--- src/rtl/spi_master_16bit_if.sv ---
// Bundle between the ADXL345 sequencer, the SPI master and the sensor pins.
// The master modport is the view of the SPI master itself.
interface spi_master_16bit_if;
    localparam int unsigned WORD_W = 16;

    logic              start;
    logic [WORD_W-1:0] data_in_16bit;
    logic              busy;
    logic              done;
    logic [WORD_W-1:0] data_out_16bit;
    logic              sclk;
    logic              cs_n;
    logic              mosi;
    logic              miso;

    modport master (
        input  start,
        input  data_in_16bit,
        input  miso,
        output busy,
        output done,
        output data_out_16bit,
        output sclk,
        output cs_n,
        output mosi
    );

    modport slave (
        output start,
        output data_in_16bit,
        output miso,
        input  busy,
        input  done,
        input  data_out_16bit,
        input  sclk,
        input  cs_n,
        input  mosi
    );
endinterface

--- src/rtl/spi_master_16bit.sv ---
// SPI mode-3 master: one 16-bit MSB-first full-duplex frame per start request,
// with programmable SCLK half-period and cs_n setup/hold/gap timing.
module spi_master_16bit #(
    parameter int unsigned CLK_DIV  = 20,
    parameter int unsigned CS_SETUP = 10,
    parameter int unsigned CS_HOLD  = 10,
    parameter int unsigned CS_GAP   = 20
) (
    input  logic               clk,
    input  logic               reset_n,
    spi_master_16bit_if.master bus
);

    localparam int unsigned WORD_W  = 16;
    localparam int unsigned BIT_W   = 4;
    localparam int unsigned MAX_A   = (CLK_DIV > CS_SETUP) ? CLK_DIV : CS_SETUP;
    localparam int unsigned MAX_B   = (CS_HOLD > CS_GAP) ? CS_HOLD : CS_GAP;
    localparam int unsigned MAX_CNT = (MAX_A > MAX_B) ? MAX_A : MAX_B;
    localparam int unsigned CNT_W   = $clog2(MAX_CNT);

    typedef enum logic [2:0] {
        IDLE     = 3'd0,
        SETUP    = 3'd1,
        SHIFT_LO = 3'd2,
        SHIFT_HI = 3'd3,
        HOLD     = 3'd4,
        GAP      = 3'd5
    } state_t;

    state_t            state_q, state_d;
    logic [CNT_W-1:0]  div_q, div_d;
    logic [BIT_W-1:0]  bit_q, bit_d;
    logic [WORD_W-1:0] tx_q, tx_d;
    logic [WORD_W-1:0] rx_q, rx_d;
    logic [WORD_W-1:0] dout_q, dout_d;
    logic              busy_q, busy_d;
    logic              done_q, done_d;
    logic              sclk_q, sclk_d;
    logic              cs_n_q, cs_n_d;
    logic              mosi_q, mosi_d;
    logic              miso_meta, miso_sync;

    logic [CNT_W-1:0]  div_inc;
    logic              setup_last, div_last, hold_last, gap_last, bit_last;

    assign div_inc    = div_q + CNT_W'(1);
    assign setup_last = (div_q == CNT_W'(CS_SETUP - 1));
    assign div_last   = (div_q == CNT_W'(CLK_DIV - 1));
    assign hold_last  = (div_q == CNT_W'(CS_HOLD - 1));
    assign gap_last   = (div_q == CNT_W'(CS_GAP - 1));
    assign bit_last   = (bit_q == BIT_W'(WORD_W - 1));

    // miso is asynchronous to clk
    always_ff @(posedge clk or negedge reset_n) begin
        if (!reset_n) begin
            miso_meta <= 1'b0;
            miso_sync <= 1'b0;
        end else begin
            miso_meta <= bus.miso;
            miso_sync <= miso_meta;
        end
    end

    always_ff @(posedge clk or negedge reset_n) begin
        if (!reset_n) begin
            state_q <= IDLE;
            div_q   <= '0;
            bit_q   <= '0;
            tx_q    <= '0;
            rx_q    <= '0;
            dout_q  <= '0;
            busy_q  <= 1'b0;
            done_q  <= 1'b0;
            sclk_q  <= 1'b1;
            cs_n_q  <= 1'b1;
            mosi_q  <= 1'b0;
        end else begin
            state_q <= state_d;
            div_q   <= div_d;
            bit_q   <= bit_d;
            tx_q    <= tx_d;
            rx_q    <= rx_d;
            dout_q  <= dout_d;
            busy_q  <= busy_d;
            done_q  <= done_d;
            sclk_q  <= sclk_d;
            cs_n_q  <= cs_n_d;
            mosi_q  <= mosi_d;
        end
    end

    // Next-state and registered-output logic; the last bit's rising edge goes
    // straight to HOLD so there is no trailing SCLK-high half-period.
    always_comb begin
        state_d = state_q;
        div_d   = div_q;
        bit_d   = bit_q;
        tx_d    = tx_q;
        rx_d    = rx_q;
        dout_d  = dout_q;
        busy_d  = busy_q;
        done_d  = 1'b0;
        sclk_d  = sclk_q;
        cs_n_d  = cs_n_q;
        mosi_d  = mosi_q;

        case (state_q)
            IDLE: begin
                if (bus.start) begin
                    tx_d    = bus.data_in_16bit;
                    busy_d  = 1'b1;
                    cs_n_d  = 1'b0;
                    bit_d   = '0;
                    div_d   = '0;
                    state_d = SETUP;
                end
            end
            SETUP: begin
                if (setup_last) begin
                    div_d   = '0;
                    sclk_d  = 1'b0;
                    mosi_d  = tx_q[WORD_W-1];
                    tx_d    = {tx_q[WORD_W-2:0], 1'b0};
                    state_d = SHIFT_LO;
                end else begin
                    div_d = div_inc;
                end
            end
            SHIFT_LO: begin
                if (div_last) begin
                    div_d   = '0;
                    sclk_d  = 1'b1;
                    rx_d    = {rx_q[WORD_W-2:0], miso_sync};
                    state_d = bit_last ? HOLD : SHIFT_HI;
                end else begin
                    div_d = div_inc;
                end
            end
            SHIFT_HI: begin
                if (bit_last) begin
                    div_d   = '0;
                    state_d = HOLD;
                end else if (div_last) begin
                    div_d   = '0;
                    sclk_d  = 1'b0;
                    mosi_d  = tx_q[WORD_W-1];
                    tx_d    = {tx_q[WORD_W-2:0], 1'b0};
                    bit_d   = bit_q + BIT_W'(1);
                    state_d = SHIFT_LO;
                end else begin
                    div_d = div_inc;
                end
            end
            HOLD: begin
                if (hold_last) begin
                    div_d   = '0;
                    cs_n_d  = 1'b1;
                    mosi_d  = 1'b0;
                    state_d = GAP;
                end else begin
                    div_d = div_inc;
                end
            end
            GAP: begin
                if (gap_last) begin
                    div_d   = '0;
                    busy_d  = 1'b0;
                    done_d  = 1'b1;
                    dout_d  = rx_q;
                    state_d = IDLE;
                end else begin
                    div_d = div_inc;
                end
            end
            default: begin
                state_d = IDLE;
            end
        endcase
    end

    assign bus.busy           = busy_q;
    assign bus.done           = done_q;
    assign bus.data_out_16bit = dout_q;
    assign bus.sclk           = sclk_q;
    assign bus.cs_n           = cs_n_q;
    assign bus.mosi           = mosi_q;

endmodule

--- src/flat_wrapper.sv ---
// flat-port wrapper written by rule: the top's interface ports become plain ports
module spi_master_16bit_flat 
#(
    parameter int unsigned CLK_DIV  = 20,
    parameter int unsigned CS_SETUP = 10,
    parameter int unsigned CS_HOLD  = 10,
    parameter int unsigned CS_GAP   = 20
)
  (clk, reset_n, bus_start, bus_data_in_16bit, bus_miso, bus_busy, bus_done, bus_data_out_16bit, bus_sclk, bus_cs_n, bus_mosi);
  spi_master_16bit_if bus_i ();
  input  logic clk;
  input  logic reset_n;
  input wire logic [$bits(bus_i.start)-1:0] bus_start;
  input wire logic [$bits(bus_i.data_in_16bit)-1:0] bus_data_in_16bit;
  input wire logic [$bits(bus_i.miso)-1:0] bus_miso;
  output wire logic [$bits(bus_i.busy)-1:0] bus_busy;
  output wire logic [$bits(bus_i.done)-1:0] bus_done;
  output wire logic [$bits(bus_i.data_out_16bit)-1:0] bus_data_out_16bit;
  output wire logic [$bits(bus_i.sclk)-1:0] bus_sclk;
  output wire logic [$bits(bus_i.cs_n)-1:0] bus_cs_n;
  output wire logic [$bits(bus_i.mosi)-1:0] bus_mosi;
  assign bus_i.start = bus_start;
  assign bus_i.data_in_16bit = bus_data_in_16bit;
  assign bus_i.miso = bus_miso;
  assign bus_busy = bus_i.busy;
  assign bus_done = bus_i.done;
  assign bus_data_out_16bit = bus_i.data_out_16bit;
  assign bus_sclk = bus_i.sclk;
  assign bus_cs_n = bus_i.cs_n;
  assign bus_mosi = bus_i.mosi;
  spi_master_16bit #(.CLK_DIV(CLK_DIV), .CS_SETUP(CS_SETUP), .CS_HOLD(CS_HOLD), .CS_GAP(CS_GAP)) u_core (.clk(clk), .reset_n(reset_n), .bus(bus_i));
endmodule
--- config.mk ---
export PLATFORM = sky130hd
export DESIGN_NAME = spi_master_16bit_flat
export DESIGN_NICKNAME = d
export VERILOG_FILES = /design/src/rtl/spi_master_16bit_if.sv /design/src/rtl/spi_master_16bit.sv /design/src/flat_wrapper.sv
export SDC_FILE = /design/constraint.sdc
export NUM_CORES = 1
export LEC_CHECK = 0
export CAP_MARGIN = 10
export CORE_UTILIZATION = 54
export CTS_CLUSTER_SIZE = 20
export DETAILED_ROUTE_END_ITERATION = 16
export GPL_ROUTABILITY_DRIVEN = 0
export GPL_TIMING_DRIVEN = 1
export PLACE_DENSITY_LB_ADDON = 0.25
export SYNTH_ARGS = -nofsm -noshare
export SYNTH_HDL_FRONTEND = slang
export SYNTH_SLANG_ARGS = --single-unit
--- constraint.sdc ---
create_clock -name clk -period 2.4 [get_ports clk]
set_input_delay 0.48 -clock clk [delete_from_list [all_inputs] [get_ports clk]]
set_output_delay 0.48 -clock clk [all_outputs]
set_load 0.02 [all_outputs]
==> impl_metrics.toml <==
[critical_path]
cp_max_fo = 9
rr_worst_depth = 6
path_cells = "ha_1 -> and4bb_1 -> mux2i_4 -> a211oi_4 -> nor3_1 -> a211o_1"
r2r-end = "u_core.div_q[3]"
critPathSlowestCell = "and4bb_1"
critical-path-top-delay-family = "compound AO/OA/AOI/OAI gates"
start_kind = "flop"
cpPeakStageDelay_ns = 0.47
cp.required_ns = 2.64
reg2reg_setup_slack_ns = 0.21
worstPathArrival_ns = 2.42
critPathKind = "reg2reg"
cp-end-kind = "flop"
r2r_start = "u_core.div_q[0]"
path_buf_inv = 0

[sta]
hold_viol_final = 0
rsz0062_at_grt = "false"
maxSlewViolCount = 0
totalNegativeSetupSlack_ns = 0
tightestPinTransition_ns = 0.643
whs_ns = 0.132
setup_viol_count_final = 0
fmax_ghz = 0.458
fin_worst_skew_ns = 0.0117
finalCritPeriodShare = 0.911
fin_crit_ns = 2.19
slew_headroom = 0.571

[cells_and_area]
antennaDiodeCount = 0
final_nets = 311
layout-drive-gt1-share = 0.229
area_growth_pct = 22.6

[status]
status = "completed"

[clock_network]
cts_buffers = 9
cts_tree = "built"
ctsHoldBuffers = 0
cts.path.max_buffers = 2
clk_latency_ns = 0.35
htreeDepth = 3
cts.sinks = 67
cts_setup_buffers = 0
post_cts_resized = 0
cts_root_buf = "clkbuf_8"
clk_pin_slew_ns = 0.08

[drt]
avgViaCountPerCell = 5.28
firstDrtPassIters = 4
wl_per_cell_um = 13.7
antenna_left = 0
drtIter0Drc = 86
wl_um = 4990
vias = 1918
post-route-drc-count = 0

[yosys]
yosysWarnings = 0
synth_seq_cells = 67
seq_area_frac_synth = 0.564
yosysTopAreaCell = "dfrtp_1"
synth.top_cell.area_share = 0.547
synth_common_cells = "65 x dfrtp_1, 31 x mux2_2, 31 x nand2_1"
syn-cell-area_mm2 = 0.00298
syn_area_per_cell_um2 = 12.2
netlist_top_cells_area = "dfrtp_1 55%, mux2_2 12%, mux2i_1 5.4%"
synth-edff-count = 0
synth_cell_types = 44
synth_cells = 243
synthFlopType = "dfrtp_1"
synthArstFlopShare = 1.00
synth_nets = 266
synth.most_common_cell = "dfrtp_1"

[grt]
use_met3 = 0.0467
gr-usage-met2 = 0.280
first_global_vias = 1818
gr-total-overflow = 0
grt_pass1_wl_um = 8690
busiest_layer = "met2"
grt_max_degree = 68
antenna_found_initial = 0
use_met1 = 0.265
track_usage = 0.195

[pwr]
intPower_mw = 2.09
ir_drop_mv = 0.636
seqPwrFrac = 0.476
leakage_nw = 1.72
power_density_mw_per_mm2 = 832
switchingPower_mw = 0.950
clockPowerShare = 0.308
comb_power_share = 0.216
switching_share = 0.313

[floorplanning]
ioPinCount = 41
die-area_mm2 = 0.00581
die_y_um = 76.2
start_util = 0.572
coreArea_mm2 = 0.00520
die_w_um = 76.2
placementRows = 26

[job]
maxCapViolations = 0

[placement]
hpwl_um = 3370
port_buffers = 40

[min_path]
hp-class = "in2async"
==> power by group through the flow <==
stage | Combinational (mW) | Clock [mW] | Sequential, mW
floorplan | 0.570 | 0 | 1.38
global placement | 0.640 | 0 | 1.45
detailed placement | 0.667 | 0 | 1.47
CTS | 0.669 | 0.956 | 1.45
global route | 0.749 | 1.00 | 1.47
finish | 0.657 | 0.934 | 1.44
==> state kept, by name, summed over array words and instances (netlist names) <==
name                       flops
u_core.bus.done                1
u_core.bus.data_out_16bit     16
u_core.miso_meta               1
u_core.bus.mosi                1
u_core.bus.busy                1
u_core.bus.cs_n                1
u_core.div_q                   5
u_core.rx_q                   16
u_core.bus.sclk                1
u_core.tx_q                   16
u_core.state_q                 3
u_core.bit_q                   4
u_core.miso_sync               1
==> through the flow <==
step | cell area [um2] | std cells | total power [mW] | utilization | setup slack (ns)
finish | 3650 | 363 | 3.04 | 0.701 | 0.214
floorplan | 2980 | 243 | 1.95 | - | 0.588
detailed placement | 3450 | 347 | 2.13 | 0.663 | 0.212
global placement | 3450 | 347 | 2.09 | 0.663 | 0.351
CTS | 3650 | 363 | 3.07 | 0.701 | 0.215
global route | 3650 | 363 | 3.22 | 0.701 | 0.0849
==> layout by cell type, fill, tap and decap left out, types with 2 or more instances in the layout <==
cell / instances
nand2_1: 31
dfrtp_1: 65
a21oi_1: 2
o21ai_0: 22
clkinvlp_4: 3
xor2_1: 2
ha_1: 3
nor2_1: 9
nand3_2: 2
buf_4: 6
dfstp_2: 2
a21o_1: 2
mux2_1: 2
nand3_1: 5
mux2i_1: 16
mux2_2: 31
o21ai_1: 2
nor3_1: 4
clkbuf_8: 9
nor4b_2: 2
clkdlybuf4s50_1: 39
inv_1: 6
inv_6: 2
==> layout make-up <==
cell class,instances,area [um2]
fill,385,1560
clock inverter,7,75.1
inverter,6,22.5
multi-input combinational,157,1200
tap,70,87.6
timing repair buffer,47,460
clock buffer,9,124
sequential,67,1680
==> worst max-delay path by stage <==
stage	from	endpoint	depth (start not counted)
after floorplan	u_core.div_q[0]	u_core.bus.data_out_16bit[10]	6
after global placement	u_core.div_q[0]	u_core.div_q[3]	6
after detailed placement	u_core.div_q[0]	u_core.div_q[3]	6
after CTS	u_core.div_q[0]	u_core.div_q[3]	6
after global routing	u_core.div_q[0]	u_core.div_q[3]	6
final	u_core.div_q[0]	u_core.div_q[3]	6
==> cells by family (layout without fill, tap and decap cells) <==
group | Yosys count | in the layout | share of synthesized area
AOI/OAI and AO/OA | 37 | 37 | 0.0799
xor gates and xnor gates | 2 | 2 | 0.00589
adders and majority gates | 3 | 3 | 0.0126
buffers and inverters | 19 | 69 | 0.0336
DFF | 67 | 67 | 0.564
muxes | 50 | 50 | 0.186
and+or+nand+nor | 65 | 65 | 0.117
==> layer usage <==
layer	vias to the layer above	part of all wire
li1	943	-
met1	928	0.47
met2	36	0.47
met3	11	0.034
met4	0	0.028
met5	-	0
Note: power is estimated with default switching activity, not from simulation.
